==> src/rtl/led_pattern_decoder_pkg.sv <==
// ============================================================================
// Module      : led_dec_pkg
// Description : Shared types and constants for the LED pattern decoder.
// Revision    : 1.0 - initial release
// ============================================================================
`default_nettype none

package led_dec_pkg;

    typedef enum logic [1:0] {
        ST_IDLE    = 2'd0,
        ST_ARMED   = 2'd1,
        ST_CONFIRM = 2'd2,
        ST_LOCKED  = 2'd3
    } state_t;

    localparam int SW_EN      = 0;
    localparam int SW_SPD_LSB = 1;
    localparam int SW_COLOR   = 3;

    localparam logic [1:0] SPD_R0 = 2'd0;
    localparam logic [1:0] SPD_R1 = 2'd1;
    localparam logic [1:0] SPD_R2 = 2'd2;
    localparam logic [1:0] SPD_R3 = 2'd3;

    // True when period p lies within lim +/- tol (inclusive).
    function automatic logic in_window(input int p, input int lim, input int tol);
        return (p >= lim - tol) && (p <= lim + tol);
    endfunction

endpackage

`default_nettype wire

==> src/rtl/led_pattern_decoder_if.sv <==
// ============================================================================
// Module      : led_pattern_decoder_if
// Description : LED observation inputs and decoded-switch outputs bundle.
// Revision    : 1.0 - initial release
// ============================================================================
`default_nettype none

interface led_pattern_decoder_if #(
    parameter int NB_LEDS    = 4,
    parameter int NB_COUNTER = 16,
    parameter int NB_SW      = 4
) ();

    logic [NB_LEDS-1:0]    i_led;
    logic [NB_LEDS-1:0]    i_led_b;
    logic [NB_LEDS-1:0]    i_led_g;
    logic [NB_SW-1:0]      o_sw;
    logic                  o_valid;
    logic                  o_error;
    logic [NB_COUNTER-1:0] o_period;
    logic [NB_LEDS-1:0]    o_led_mon;

    modport master (
        output i_led, i_led_b, i_led_g,
        input  o_sw, o_valid, o_error, o_period, o_led_mon
    );

    modport slave (
        input  i_led, i_led_b, i_led_g,
        output o_sw, o_valid, o_error, o_period, o_led_mon
    );

endinterface

`default_nettype wire

==> src/rtl/led_pattern_decoder_period_meter.sv <==
// ============================================================================
// Module      : led_period_meter
// Description : Pattern change detector with saturating shift-period counter.
// Revision    : 1.0 - initial release
// ============================================================================
`default_nettype none

module led_period_meter #(
    parameter int NB_LEDS    = 4,
    parameter int NB_COUNTER = 16,
    parameter int STALL_CYC  = 512
) (
    input  wire logic                  clock,
    input  wire logic                  i_reset,
    input  wire logic [NB_LEDS-1:0]    i_pattern,
    input  wire logic                  i_clear,
    output logic                       o_change,
    output logic                       o_stall,
    output logic [NB_LEDS-1:0]         o_prev,
    output logic [NB_COUNTER-1:0]      o_meas,
    output logic [NB_COUNTER-1:0]      o_period
);

    localparam logic [NB_COUNTER-1:0] C_CNT_MAX    = '1;
    localparam logic [NB_COUNTER-1:0] C_STALL_LAST = NB_COUNTER'(STALL_CYC - 1);

    logic [NB_LEDS-1:0]    r_prev;
    logic [NB_COUNTER-1:0] r_count;
    logic [NB_COUNTER-1:0] r_period;

    // Stall fires on the cycle the count steps onto STALL_CYC; a change wins.
    always_comb begin
        o_change = (i_pattern != r_prev);
        o_meas   = (r_count == C_CNT_MAX) ? C_CNT_MAX : r_count + NB_COUNTER'(1);
        o_stall  = !o_change && (r_count == C_STALL_LAST);
    end

    always_ff @(posedge clock) begin
        if (i_reset) begin
            r_prev   <= '0;
            r_count  <= '0;
            r_period <= '0;
        end else begin
            r_prev <= i_pattern;
            if (o_change) begin
                r_period <= o_meas;
                r_count  <= '0;
            end else if (i_clear) begin
                r_count <= '0;
            end else if (r_count != C_CNT_MAX) begin
                r_count <= r_count + NB_COUNTER'(1);
            end
        end
    end

    assign o_prev   = r_prev;
    assign o_period = r_period;

endmodule

`default_nettype wire

==> src/rtl/led_pattern_decoder.sv <==
// ============================================================================
// Module      : led_pattern_decoder
// Description : Rebuilds {color, speed, enable} from observed LED shift patterns.
// Revision    : 1.0 - initial release
// ============================================================================
`default_nettype none

module led_pattern_decoder
    import led_dec_pkg::*;
#(
    parameter int NB_LEDS    = 4,
    parameter int NB_COUNTER = 16,
    parameter int NB_SW      = 4,
    parameter int LIM_R0     = 16,
    parameter int LIM_R1     = 32,
    parameter int LIM_R2     = 64,
    parameter int LIM_R3     = 128,
    parameter int TOL        = 2,
    parameter int STALL_CYC  = 512
) (
    input  wire logic              clock,
    input  wire logic              i_reset,
    led_pattern_decoder_if.slave   bus
);

    localparam int C_LIM [0:3] = '{LIM_R0, LIM_R1, LIM_R2, LIM_R3};

    logic [NB_LEDS-1:0]    r_led;
    logic [NB_LEDS-1:0]    r_led_b;
    logic [NB_LEDS-1:0]    r_led_g;
    state_t                r_state;
    logic [1:0]            r_cand;
    logic [1:0]            r_speed;
    logic                  r_en;
    logic                  r_color;
    logic                  r_valid;
    logic                  r_error;

    logic [NB_LEDS-1:0]    w_pat;
    logic [NB_LEDS-1:0]    w_prev;
    logic [NB_LEDS-1:0]    w_rotl;
    logic                  w_col;
    logic                  w_sel;
    logic                  w_both;
    logic                  w_err_now;
    logic                  w_colchg;
    logic                  w_change;
    logic                  w_stall;
    logic [NB_COUNTER-1:0] w_meas;
    logic [NB_COUNTER-1:0] w_period;
    logic [3:0]            w_win;
    logic                  w_hit;
    logic [1:0]            w_code;
    state_t                w_state_nxt;
    logic [1:0]            w_cand_nxt;
    logic [1:0]            w_spd_nxt;
    logic [NB_SW-1:0]      w_sw;

    always_ff @(posedge clock) begin
        if (i_reset) begin
            r_led   <= '0;
            r_led_b <= '0;
            r_led_g <= '0;
        end else begin
            r_led   <= bus.i_led;
            r_led_b <= bus.i_led_b;
            r_led_g <= bus.i_led_g;
        end
    end

    // Colour select: exactly one active vector drives the pattern.
    always_comb begin
        w_pat  = '0;
        w_col  = r_color;
        w_sel  = 1'b0;
        w_both = (|r_led_b) && (|r_led_g);
        if ((|r_led_b) && !(|r_led_g)) begin
            w_pat = r_led_b;
            w_col = 1'b0;
            w_sel = 1'b1;
        end else if ((|r_led_g) && !(|r_led_b)) begin
            w_pat = r_led_g;
            w_col = 1'b1;
            w_sel = 1'b1;
        end
    end

    led_period_meter #(
        .NB_LEDS    (NB_LEDS),
        .NB_COUNTER (NB_COUNTER),
        .STALL_CYC  (STALL_CYC)
    ) u_meter (
        .clock      (clock),
        .i_reset    (i_reset),
        .i_pattern  (w_pat),
        .i_clear    (w_colchg),
        .o_change   (w_change),
        .o_stall    (w_stall),
        .o_prev     (w_prev),
        .o_meas     (w_meas),
        .o_period   (w_period)
    );

    assign w_rotl    = {w_prev[NB_LEDS-2:0], w_prev[NB_LEDS-1]};
    assign w_colchg  = w_sel && (w_col != r_color);
    assign w_err_now = w_both
                     || ((w_pat != '0) && !$onehot(w_pat))
                     || (w_change && (w_prev != '0) && (w_pat != '0) && (w_pat != w_rotl));

    for (genvar k = 0; k < 4; k++) begin : g_win
        assign w_win[k] = in_window(int'(w_meas), C_LIM[k], TOL);
    end

    always_comb begin
        w_hit  = 1'b0;
        w_code = SPD_R0;
        for (int k = 0; k < 4; k++) begin
            if (w_win[k]) begin
                w_hit  = 1'b1;
                w_code = 2'(k);
            end
        end
    end

    // Priority: colour change, then pattern change, then stall.
    always_comb begin
        w_state_nxt = r_state;
        w_cand_nxt  = r_cand;
        w_spd_nxt   = r_speed;
        if (w_colchg && (r_state != ST_IDLE || !w_err_now)) begin
            w_state_nxt = ST_ARMED;
        end else if (w_change) begin
            if (w_prev == '0 || w_pat == '0) begin
                if (r_state != ST_IDLE || (w_pat != '0 && !w_err_now))
                    w_state_nxt = ST_ARMED;
            end else begin
                case (r_state)
                    ST_IDLE: begin
                        if (!w_err_now) w_state_nxt = ST_ARMED;
                    end
                    ST_ARMED: begin
                        if (w_hit) begin
                            w_state_nxt = ST_CONFIRM;
                            w_cand_nxt  = w_code;
                        end
                    end
                    ST_CONFIRM: begin
                        if (!w_hit) begin
                            w_state_nxt = ST_ARMED;
                        end else if (w_code == r_cand) begin
                            w_state_nxt = ST_LOCKED;
                            w_spd_nxt   = w_code;
                        end else begin
                            w_cand_nxt = w_code;
                        end
                    end
                    ST_LOCKED: begin
                        if (!w_hit) begin
                            w_state_nxt = ST_ARMED;
                        end else if (w_code != r_speed) begin
                            w_state_nxt = ST_CONFIRM;
                            w_cand_nxt  = w_code;
                        end
                    end
                    default: w_state_nxt = ST_IDLE;
                endcase
            end
        end else if (w_stall) begin
            w_state_nxt = ST_IDLE;
        end
    end

    always_ff @(posedge clock) begin
        if (i_reset) begin
            r_state <= ST_IDLE;
            r_cand  <= SPD_R0;
            r_speed <= SPD_R0;
            r_en    <= 1'b0;
            r_color <= 1'b0;
            r_valid <= 1'b0;
            r_error <= 1'b0;
        end else begin
            r_state <= w_state_nxt;
            r_cand  <= w_cand_nxt;
            r_speed <= w_spd_nxt;
            r_en    <= (w_state_nxt != ST_IDLE);
            r_color <= w_col;
            r_valid <= (w_state_nxt == ST_LOCKED);
            r_error <= r_error | w_err_now;
        end
    end

    always_comb begin
        w_sw                       = '0;
        w_sw[SW_EN]                = r_en;
        w_sw[SW_SPD_LSB +: 2]      = r_speed;
        w_sw[SW_COLOR]             = r_color;
    end

    assign bus.o_sw      = w_sw;
    assign bus.o_valid   = r_valid;
    assign bus.o_error   = r_error;
    assign bus.o_period  = w_period;
    assign bus.o_led_mon = r_led;

endmodule

`default_nettype wire

==> src/flat_wrapper.sv <==
// flat-port wrapper written by rule: the top's interface ports become plain ports
module led_pattern_decoder_flat import led_dec_pkg::*;
#(
    parameter int NB_LEDS    = 4,
    parameter int NB_COUNTER = 16,
    parameter int NB_SW      = 4,
    parameter int LIM_R0     = 16,
    parameter int LIM_R1     = 32,
    parameter int LIM_R2     = 64,
    parameter int LIM_R3     = 128,
    parameter int TOL        = 2,
    parameter int STALL_CYC  = 512
)
  (clock, i_reset, bus_i_led, bus_i_led_b, bus_i_led_g, bus_o_sw, bus_o_valid, bus_o_error, bus_o_period, bus_o_led_mon);
  led_pattern_decoder_if #(.NB_LEDS(NB_LEDS), .NB_COUNTER(NB_COUNTER), .NB_SW(NB_SW)) bus_i ();
  input  wire logic clock;
  input  wire logic i_reset;
  input wire logic [$bits(bus_i.i_led)-1:0] bus_i_led;
  input wire logic [$bits(bus_i.i_led_b)-1:0] bus_i_led_b;
  input wire logic [$bits(bus_i.i_led_g)-1:0] bus_i_led_g;
  output wire logic [$bits(bus_i.o_sw)-1:0] bus_o_sw;
  output wire logic [$bits(bus_i.o_valid)-1:0] bus_o_valid;
  output wire logic [$bits(bus_i.o_error)-1:0] bus_o_error;
  output wire logic [$bits(bus_i.o_period)-1:0] bus_o_period;
  output wire logic [$bits(bus_i.o_led_mon)-1:0] bus_o_led_mon;
  assign bus_i.i_led = bus_i_led;
  assign bus_i.i_led_b = bus_i_led_b;
  assign bus_i.i_led_g = bus_i_led_g;
  assign bus_o_sw = bus_i.o_sw;
  assign bus_o_valid = bus_i.o_valid;
  assign bus_o_error = bus_i.o_error;
  assign bus_o_period = bus_i.o_period;
  assign bus_o_led_mon = bus_i.o_led_mon;
  led_pattern_decoder #(.NB_LEDS(NB_LEDS), .NB_COUNTER(NB_COUNTER), .NB_SW(NB_SW), .LIM_R0(LIM_R0), .LIM_R1(LIM_R1), .LIM_R2(LIM_R2), .LIM_R3(LIM_R3), .TOL(TOL), .STALL_CYC(STALL_CYC)) u_core (.clock(clock), .i_reset(i_reset), .bus(bus_i));
endmodule
==> config.mk <==
export PLATFORM = sky130hd
export DESIGN_NAME = led_pattern_decoder_flat
export DESIGN_NICKNAME = d
export VERILOG_FILES = /design/src/rtl/led_pattern_decoder_pkg.sv /design/src/rtl/led_pattern_decoder_if.sv /design/src/rtl/led_pattern_decoder_period_meter.sv /design/src/rtl/led_pattern_decoder.sv /design/src/flat_wrapper.sv
export SDC_FILE = /design/constraint.sdc
export NUM_CORES = 1
export LEC_CHECK = 0
export BUFFER_PORTS_ARGS = -buffer_cell sky130_fd_sc_hd__buf_2
export CAP_MARGIN = 20
export CORE_MARGIN = 4
export CORE_UTILIZATION = 63
export DETAILED_ROUTE_END_ITERATION = 7
export GPL_TIMING_DRIVEN = 1
export PLACE_DENSITY_LB_ADDON = 0.12
export SKIP_LAST_GASP = 1
export SLEW_MARGIN = 5
export SYNTH_ARGS = -nofsm -noshare
export SYNTH_HDL_FRONTEND = slang
export SYNTH_SLANG_ARGS = --single-unit
==> constraint.sdc <==
create_clock -name clock -period 6.1 [get_ports clock]
set_input_delay 0.915 -clock clock [delete_from_list [all_inputs] [get_ports clock]]
set_output_delay 0.915 -clock clock [all_outputs]
set_load 0.005 [all_outputs]
==> results of run 1 <==
[critical path, delay by kind of cell (launching register included)]
| family | cells | cell delay [ns] |
|---|---|---|
| AO/OA/AOI/OAI | 5 | 1.09 |
| adder cells (fa/ha/maj) | 4 | 1.33 |
| buffers and inverters | 1 | 0.10 |
| flip-flops | 1 | 0.31 |
| AND/OR/NAND/NOR | 6 | 1.40 |
[state kept, by name, indices dropped and copies added, names as in the netlist]
signal	flops
u_core.r_speed	2
u_core.r_color	1
u_core.bus.o_valid	1
u_core.bus.o_led_mon	4
u_core.bus.o_error	1
u_core.r_en	1
u_core.u_meter.o_period	16
u_core.u_meter.r_count	16
u_core.r_cand	2
u_core.r_state	2
u_core.r_led_b	4
u_core.u_meter.o_prev	4
u_core.r_led_g	4
[placed cells by master, fill, tap and decap left out, types with 3 or more instances in the layout]
master     instances
dfxtp_1           58
nor2_1            52
buf_2             39
nand2_1           29
a21oi_1           19
nor2b_1           16
nor3_1            16
nand3_1           15
o21ai_0           13
inv_1             12
xnor2_1           12
clkbuf_8          11
xor2_1            10
a211oi_1           9
ha_1               9
nand4_1            8
nor4_1             7
nand3b_1           7
a31oi_1            7
and3b_1            6
or4_1              6
mux2i_1            6
and3_1             6
nand2b_1           6
a311oi_1           5
a21oi_2            4
or3_1              4
or2_2              3
o2111ai_1          3
clkbuf_1           3
[metal layers]
| layer | share of wire | routed length (um) | track usage |
|---|---|---|---|
| met2 | 0.45 | 3690 | 0.398 |
| met5 | 0 | 0 | 0 |
| met1 | 0.48 | 3900 | 0.366 |
| met3 | 0.052 | 426 | 0.0586 |
| met4 | 0.017 | 135 | 0.0880 |
[cell type report]
| type | instances | area, um2 |
|---|---|---|
| multi-input cells | 325 | 2120 |
| fillers | 421 | 1420 |
| flip-flops and latches | 58 | 1160 |
| repair buffers | 40 | 203 |
| clock buffers | 14 | 163 |
| well taps | 70 | 87.6 |
| inverters | 12 | 45.0 |
| clock inverters | 2 | 35.0 |
[where the power goes]
part	switching, mW	leakage, nW	internal, mW
sequential	0.0213	0.474	0.404
combinational	0.0888	0.974	0.0589
clock	0.149	0.101	0.211
total	0.259	1.55	0.674
[path summary, 6_finish.rpt]
path | to | slack, ns | cells past startpoint
max | u_core.bus.o_valid | 1.75 | 16
min | u_core.u_meter.o_period[14] | 0.46 | 2
max reg2reg | u_core.bus.o_valid | 1.75 | 16
min reg2reg | u_core.u_meter.o_period[14] | 0.46 | 2
[stage by stage]
step                hold slack [ns]  area, um2  power, mW
floorplan                     0.448       3480      0.534
global placement              0.439       3620      0.575
global route                  0.495       3820      0.981
CTS                           0.462       3820      0.935
finish                        0.459       3820      0.933
detailed placement            0.451       3620      0.579
[cells by family (layout without fill, tap and decap cells)]
group | after synthesis | count (layout) | synth area share
and+or+nand+nor | 198 | 198 | 0.315
xor gates and xnor gates | 22 | 22 | 0.0554
AOI/OAI and AO/OA | 88 | 88 | 0.181
muxes | 7 | 7 | 0.0205
adders and majority gates | 10 | 10 | 0.0381
buffers and inverters | 41 | 68 | 0.0558
DFF | 58 | 58 | 0.334
==> run summary, run 1 <==
run status - complete, no violations
Max-Cap Viols - 0
sequential share of the synthesized area - 0.334
Peak VDD IR - 0.172 mV
antenna fix cells - 0
share of layout cells above drive strength 1 - 0.160
Slew Limit Fails - 0
core area - 5240 um2
DP HPWL - 5700 um
crit share post-route - 0.713
Post-Route WL - 8150 um
clock tree sinks - 58
Tmin final - 4.35 ns
async set-reset flop share out of synthesis - 0
Worst Hold Class - flop to flop
CTS Hold Bufs - 0
width of the die - 82.3 um
DP Worst Slack - 1.81 ns
final-report hold violation count - 0
Pre-Repair DR Iteration Count - 5
cts bufs inserted - 9
EDFF count, synth - 0
Clock Pin Slew Worst Setup and Hold Paths - 0.07 ns
most used cell, CP - ha_1
Avg Cell Area, Syn - 8.20 um2
Final ANT Viol Nets - 0
final setup fails - 0
cts repair resizes - 0
placed cells - 505
Leakage Power - 1.55 nW
first-pass GRT wire length - 13,800 um
WP data required - 6.33 ns
most frequent cells after synthesis - dfxtp_1, nor2_1, nand2_1
largest area contributor in the netlist - dfxtp_1
reg2reg start - u_core.r_led_g[0]
routability cong. - 0.942
crit end category - flop
largest net degree at the start of global routing - 45
# DRC - 0
initial core utilization - 0.664
largest stage delay on the critical path - 0.59 ns
Pwr Density - 245 nW/um2
Post-Synthesis Cells - 424
Root Driver - clkbuf_8
Slowest-stage cell, CP - or4_1
Yosys top cell area share - 0.334
Worst Tran Pin Value - 1.02 ns
GRT Total Usage - 0.262
initial antenna violation count - 0
hold path start - u_core.u_meter.o_period[14]
Layout area overhead - 9.75%
top-count cell post-synth - dfxtp_1
setup TNS - 0 ns
via count - 3,200
CTS Buffer Depth - 2
RSZ-0062 raised after global routing - false
CTS H-Tree Depth - 3
row cnt - 26
Top FF cell, synth - dfxtp_1
Yosys Warn Count - 0
post-CTS setup buffer count - 0
CTS tree - yes
clk_lat worst skew - 0.34 ns
CP Launch Point - u_core.r_led_g[0]
final net count - 470
Initial DRC Count - 232
I/O Buffers - 39
vias in the first global route - 2,912
die area - 6770 um2
worst-path cell chain - or4_1 -> inv_1 -> ha_1 -> and3b_1 -> a21oi_2 -> ha_1 -> ha_1 -> fa_1 -> nor2_1 -> a22oi_1 -> a311o_1 -> a21oi_1 -> nor2_1 -> and3_1 -> a31o_1 -> and3b_1
Critical Path AT - 4.58 ns
top post-synthesis cells by area - dfxtp_1, nor2_1, ha_1
fmax - 0.230 GHz
DR WL/cell - 15.6 um
final cell count without fillers - 521
critical path type - flop to flop
Worst Slack Setup Final - 1.75 ns
final core occ - 0.729
CP Max Fanout - 11
# IOs - 40
Final Skew - 0.0118 ns
Die Height - 82.3 um
Via density - 6.14
Syn Std Cell Area - 3480 um2
Critical Path Start Type - flop
total congestion overflow - 0
Synth cell types - 69
#FFs+latches synth - 58
Syn Nets - 448
Slew headroom - 0.315
Power figures use the tool's default switching activity.
==> run 2, diff against run 1 <==
- CORE_UTILIZATION: 63 -> 59
- clock period: 6.1 -> 4.1 ns (I/O delays scaled with it)
==> run 2 against run 1 <==
Clock power up 80%. Maximum frequency grew 12%. Critical path type unchanged. Clock skew decreased by 0.0024 ns. Critical endpoint unchanged.
==> run summary, run 2 (synthesis gave the netlist of run 1 again) <==
Via density - 5.99
post-CTS setup buffer count - 0
DP Worst Slack - 0.0810 ns
final setup fails - 0
I/O Buffers - 39
first-pass GRT wire length - 14,500 um
Root Driver - clkbuf_8
hold path start - u_core.u_meter.o_period[12]
Pwr Density - 380 nW/um2
CTS Hold Bufs - 0
crit share post-route - 0.948
Worst Hold Class - flop to flop
routability cong. - 0.903
antenna fix cells - 0
largest stage delay on the critical path - 0.57 ns
Slew headroom - 0.468
R2R depth - 16
initial core utilization - 0.620
DR WL/cell - 15.7 um
grt met2 use - 0.387
run status - complete, no violations
via count - 3,219
Multi-input gate area - 2150 um2
Filler cells - 474
CP Max Fanout - 6
Layout area overhead - 14.9%
Tmin final - 3.89 ns
Critical Path Start Type - flop
row cnt - 27
clock tree sinks - 58
met3 usage - 0.0550
CTS H-Tree Depth - 3
# DRC - 0
CTS tree - yes
width of the die - 84.8 um
final net count - 484
Clock Pin Slew Worst Setup and Hold Paths - 0.07 ns
clk_lat worst skew - 0.35 ns
Slowest-stage cell, CP - or4_4
Post-Route WL - 8430 um
most common cell after layout, fill and taps aside - dfxtp_1
Worst Slack Setup Final - 0.213 ns
crit end category - flop
Slew Limit Fails - 0
Final Skew - 0.00932 ns
total congestion overflow - 0
# IOs - 40
RSZ-0062 raised after global routing - false
largest net degree at the start of global routing - 45
worst-path cell chain - or4_4 -> inv_1 -> ha_2 -> and3b_1 -> a21oi_2 -> ha_1 -> ha_1 -> fa_1 -> nor2_1 -> a22oi_1 -> a311o_1 -> a21oi_2 -> nor2_1 -> and3_1 -> a31o_1 -> and3b_1
worst r2r dst - u_core.bus.o_valid
core area - 5610 um2
commonest non-fill, non-tap cells in the layout - dfxtp_1, nor2_1, buf_2
hold-critical path depth - 2
final-report hold violation count - 0
Seq. cell area - 1160 um2
Max-Cap Viols - 0
reg2reg start - u_core.r_led_b[0]
met1 GRT Util - 0.337
vias in the first global route - 3,002
Peak VDD IR - 0.229 mV
Critical Path AT - 4.13 ns
most used routing layer - met2
critical path type - flop to flop
Worst Tran Pin Value - 0.779 ns
reg-to-reg slack, setup - 0.21 ns
CTS Buffer Depth - 2
GRT Total Usage - 0.247
Final ANT Viol Nets - 0
setup TNS - 0 ns
fmax - 0.257 GHz
Pre-Repair DR Iteration Count - 5
Leakage Power - 1.64 nW
initial antenna violation count - 0
die area - 7190 um2
Hold EP - u_core.u_meter.o_period[12]
Die Height - 84.8 um
share of layout cells above drive strength 1 - 0.204
DP HPWL - 6010 um
Initial DRC Count - 297
cts bufs inserted - 9
WP data required - 4.34 ns
run 2: cell types whose count changed in the layout (fill, tap and decap cells not counted), sizes merged:
cell    before  now
clkbuf      14    9
clkinv       1    4
bufinv       1    3
buf         40   54
run 2: metal layers:
layer  vias up  wire (um)
li1       1614          -
met1      1464       3930
met5         -          0
met3        20        551
met2       121       3770
met4         0        174
run 2: what timing repair did:
item,CTS,global route
endpoints found under the hold margin,0,0
gates resized for setup,0,7
endpoints found under the setup margin,0,7
run 2: power by group:
part / total, mW / switching, mW / internal, mW
sequential: 0.623 / 0.0218 / 0.601
combinational: 0.249 / 0.148 / 0.102
clock: 0.647 / 0.243 / 0.403
run 2: cell type report:
| type | instances | area share |
|---|---|---|
| Multi-Input combinational cell | 325 | 0.538 |
| Timing Repair Buffer | 54 | 0.0771 |
| Tap cell | 72 | 0.0226 |
| Sequential cell | 58 | 0.291 |
| Clock inverter | 7 | 0.0294 |
| Inverter | 12 | 0.0113 |
| Clock buffer | 9 | 0.0310 |
run 2: worst max-delay path, delay by kind of cell, from the launching register on:
family,cells,cell delay [ns]
compound gates,5,0.87
fa+ha+maj,4,1.16
buf+inv,1,0.08
flops,1,0.33
simple gates,6,1.34
run 2: metrics by stage:
stage | utilization | std cells | cell area [um2] | power, mW | hold WS (ns)
after floorplan | - | 424 | 3480 | 0.795 | 0.448
after global placement | 0.664 | 521 | 3730 | 0.871 | 0.443
after detailed placement | 0.664 | 521 | 3730 | 0.878 | 0.446
after CTS | 0.707 | 537 | 3970 | 1.52 | 0.456
after global routing | 0.712 | 537 | 3990 | 1.59 | 0.467
final | 0.712 | 537 | 3990 | 1.52 | 0.453
run 2: how the worst max path moves through the flow:
stage                       from                 end  slack, ns  cells after the start
2_1_floorplan  u_core.r_led_g[0]  u_core.bus.o_valid       0.18                     17
3_3_place_gp   u_core.r_led_g[0]  u_core.bus.o_valid       0.19                     16
3_5_place_dp   u_core.r_led_g[0]  u_core.bus.o_valid       0.08                     16
4_1_cts        u_core.r_led_g[0]  u_core.bus.o_valid       0.06                     16
5_1_grt        u_core.r_led_g[0]   u_core.r_speed[1]       0.02                     17
6_report       u_core.r_led_b[0]  u_core.bus.o_valid       0.21                     16
==> run 3, diff against run 2 <==
- CORE_UTILIZATION: 59 -> 58
- SLEW_MARGIN: 5 -> 20
- SYNTH_HIERARCHICAL: not set -> 1
==> run 3 against run 2 <==
Clock skew is 0.0050 ns lower. Worst hold slack better by 0.035 ns. Wire length is 14% lower. Largest power group is now registers. Sequential share of layout area is 1.9 points higher. Clock power is 22% lower.
==> run summary, run 3 <==
Worst Tran Pin Value - 0.855 ns
CTS Hold Bufs - 0
WP data required - 4.36 ns
combinational share of power - 0.163
Final ANT Viol Nets - 0
adder-cell share of the synthesized area - 0.0349
Post-Synthesis Cells - 348
Peak VDD IR - 0.242 mV
Final Skew - 0.00428 ns
cts bufs inserted - 9
initial antenna violation count - 0
largest family of logic cells by synthesized area - simple AND/OR/NAND/NOR gates
Clk pwr share - 0.378
async set-reset flop share out of synthesis - 0
Critical Path AT - 4.16 ns
share of total power in sequential cells - 0.459
setup TNS - 0 ns
largest area contributor in the netlist - dfxtp_1
share of layout cells above drive strength 1 - 0.286
die area - 6550 um2
CTS H-Tree Depth - 3
via count - 2,788
post-synthesis simple-gate area fraction - 0.287
Clock Pin Slew Worst Setup and Hold Paths - 0.06 ns
final-report hold violation count - 0
CTS tree - yes
Pwr Density - 356 nW/um2
Initial DRC Count - 189
Root Driver - clkbuf_8
Die Height - 80.9 um
Synth cell types - 65
most common cell after layout, fill and taps aside - dfxtp_1
Seq. cell area - 1160 um2
Sw Ratio - 0.269
routability cong. - 0.898
Critical Path Start Type - flop
CP Max Fanout - 5
top post-synthesis cells by area - dfxtp_1, nor2_1, nor2b_1
CTS Buffer Depth - 2
Post-Synth XOR/XNOR Area - 0.0369
Top FF cell, synth - dfxtp_1
vias in the first global route - 2,654
fmax - 0.256 GHz
Syn Nets - 370
Filler cells - 423
core area - 5140 um2
RSZ-0062 raised after global routing - false
final setup fails - 0
#FFs+latches synth - 58
final core occ - 0.731
Synth Area in Compound Gates - 0.201
EDFF count, synth - 0
Yosys top cell area share - 0.376
clock tree sinks - 58
Max-Cap Viols - 0
Worst Hold Class - input pin to flop
first-pass GRT wire length - 11,800 um
crit share post-route - 0.953
clk_lat worst skew - 0.33 ns
initial core utilization - 0.600
Multi-input gate area - 1870 um2
DR WL/cell - 15.0 um
total congestion overflow - 0
crit end category - flop
commonest non-fill, non-tap cells in the layout - dfxtp_1, buf_2, nor2_1
sequential share of the synthesized area - 0.376
Yosys Warn Count - 6
mux share of post-synthesis cell area - 0.0195
run status - complete, no violations
internal power - 977 uW
GRT Total Usage - 0.234
Pre-Repair DR Iteration Count - 4
I/O Buffers - 39
Layout area overhead - 21.8%
Tmin final - 3.91 ns
DP HPWL - 5060 um
largest net degree at the start of global routing - 48
Post-Route WL - 7250 um
row cnt - 26
antenna fix cells - 0
# IOs - 40
critical path type - flop to flop
width of the die - 80.9 um
# DRC - 0
Syn Std Cell Area - 3090 um2
final net count - 431
top-count cell post-synth - dfxtp_1
Leakage Power - 1.60 nW
Via density - 5.77
Avg Cell Area, Syn - 8.87 um2
Slew Limit Fails - 0
most frequent cells after synthesis - dfxtp_1, nor2_1, nand2_1
Slew headroom - 0.430
sw power - 360 uW
==> run 3: logic make-up (layout without fill, tap and decap cells) <==
group	Yosys count	after routing
simple gates	152	152
flops	58	58
buf+inv	34	99
xor+xnor	13	13
mux	6	6
compound gates	77	77
fa+ha+maj	8	8
==> run 3: critical path, stage by stage, from the launching register on <==
cell	delay (ns)
dfxtp_1	0.42
nand4_2	0.20
or2_4	0.30
o41ai_4	0.42
inv_1	0.08
or4_4	0.52
or4_4	0.51
or3_1	0.33
a2111oi_2	0.38
o211ai_1	0.18
or3b_1	0.37
a21oi_1	0.12
==> run 3: what timing repair did <==
item / in CTS / in global routing
setup buffers: 0 / 1
endpoints found under the setup margin: 0 / 7
gates resized for setup: 0 / 13
==> run 3: worst paths after layout <==
| kind | startpoint | endpoint | slack (ns) | depth (start not counted) |
|---|---|---|---|---|
| worst min-delay path | bus_i_led_g[3] | u_core/r_led_g[3] | 0.49 | 2 |
| worst max-delay path | u_core/u_meter/r_count[6] | u_core/r_speed[1] | 0.19 | 11 |
| worst max register to register | u_core/u_meter/r_count[6] | u_core/r_speed[1] | 0.19 | 11 |
| worst min register to register | u_core/u_meter/o_period[11] | u_core/u_meter/o_period[11] | 0.49 | 2 |
==> run 3: final cells by class <==
type / instances / area share
timing repair buffer: 62 / 0.0979
sequential: 58 / 0.310
clock inverter: 3 / 0.0107
multi-input combinational: 256 / 0.498
tap: 70 / 0.0233
clock buffer: 12 / 0.0386
inverter: 22 / 0.0220
==> run 3: through the flow <==
stage	hold slack [ns]	total power, mW	std cells	setup slack [ns]	instance area, um2
floorplan	0.477	0.773	348	0.237	3090
global placement	0.474	0.830	467	0.134	3480
detailed placement	0.477	0.837	467	0.112	3480
CTS	0.471	1.34	482	0.0530	3660
global route	0.478	1.41	483	0.0110	3760
finish	0.488	1.34	483	0.192	3760
==> run 3: routing by layer <==
layer | GRT usage | up-vias | share of wire
li1 | - | 1387 | -
met1 | 0.276 | 1292 | 0.45
met2 | 0.388 | 94 | 0.47
met3 | 0.0610 | 15 | 0.060
met4 | 0.122 | 0 | 0.022
met5 | 0 | - | 0
==> run 3: power by group through the flow <==
stage / Sequential, mW / Combinational (mW) / Clock [mW]
floorplan: 0.624 / 0.148 / 0
global placement: 0.622 / 0.208 / 0
detailed placement: 0.624 / 0.213 / 0
CTS: 0.611 / 0.214 / 0.515
global route: 0.618 / 0.243 / 0.550
finish: 0.614 / 0.217 / 0.505
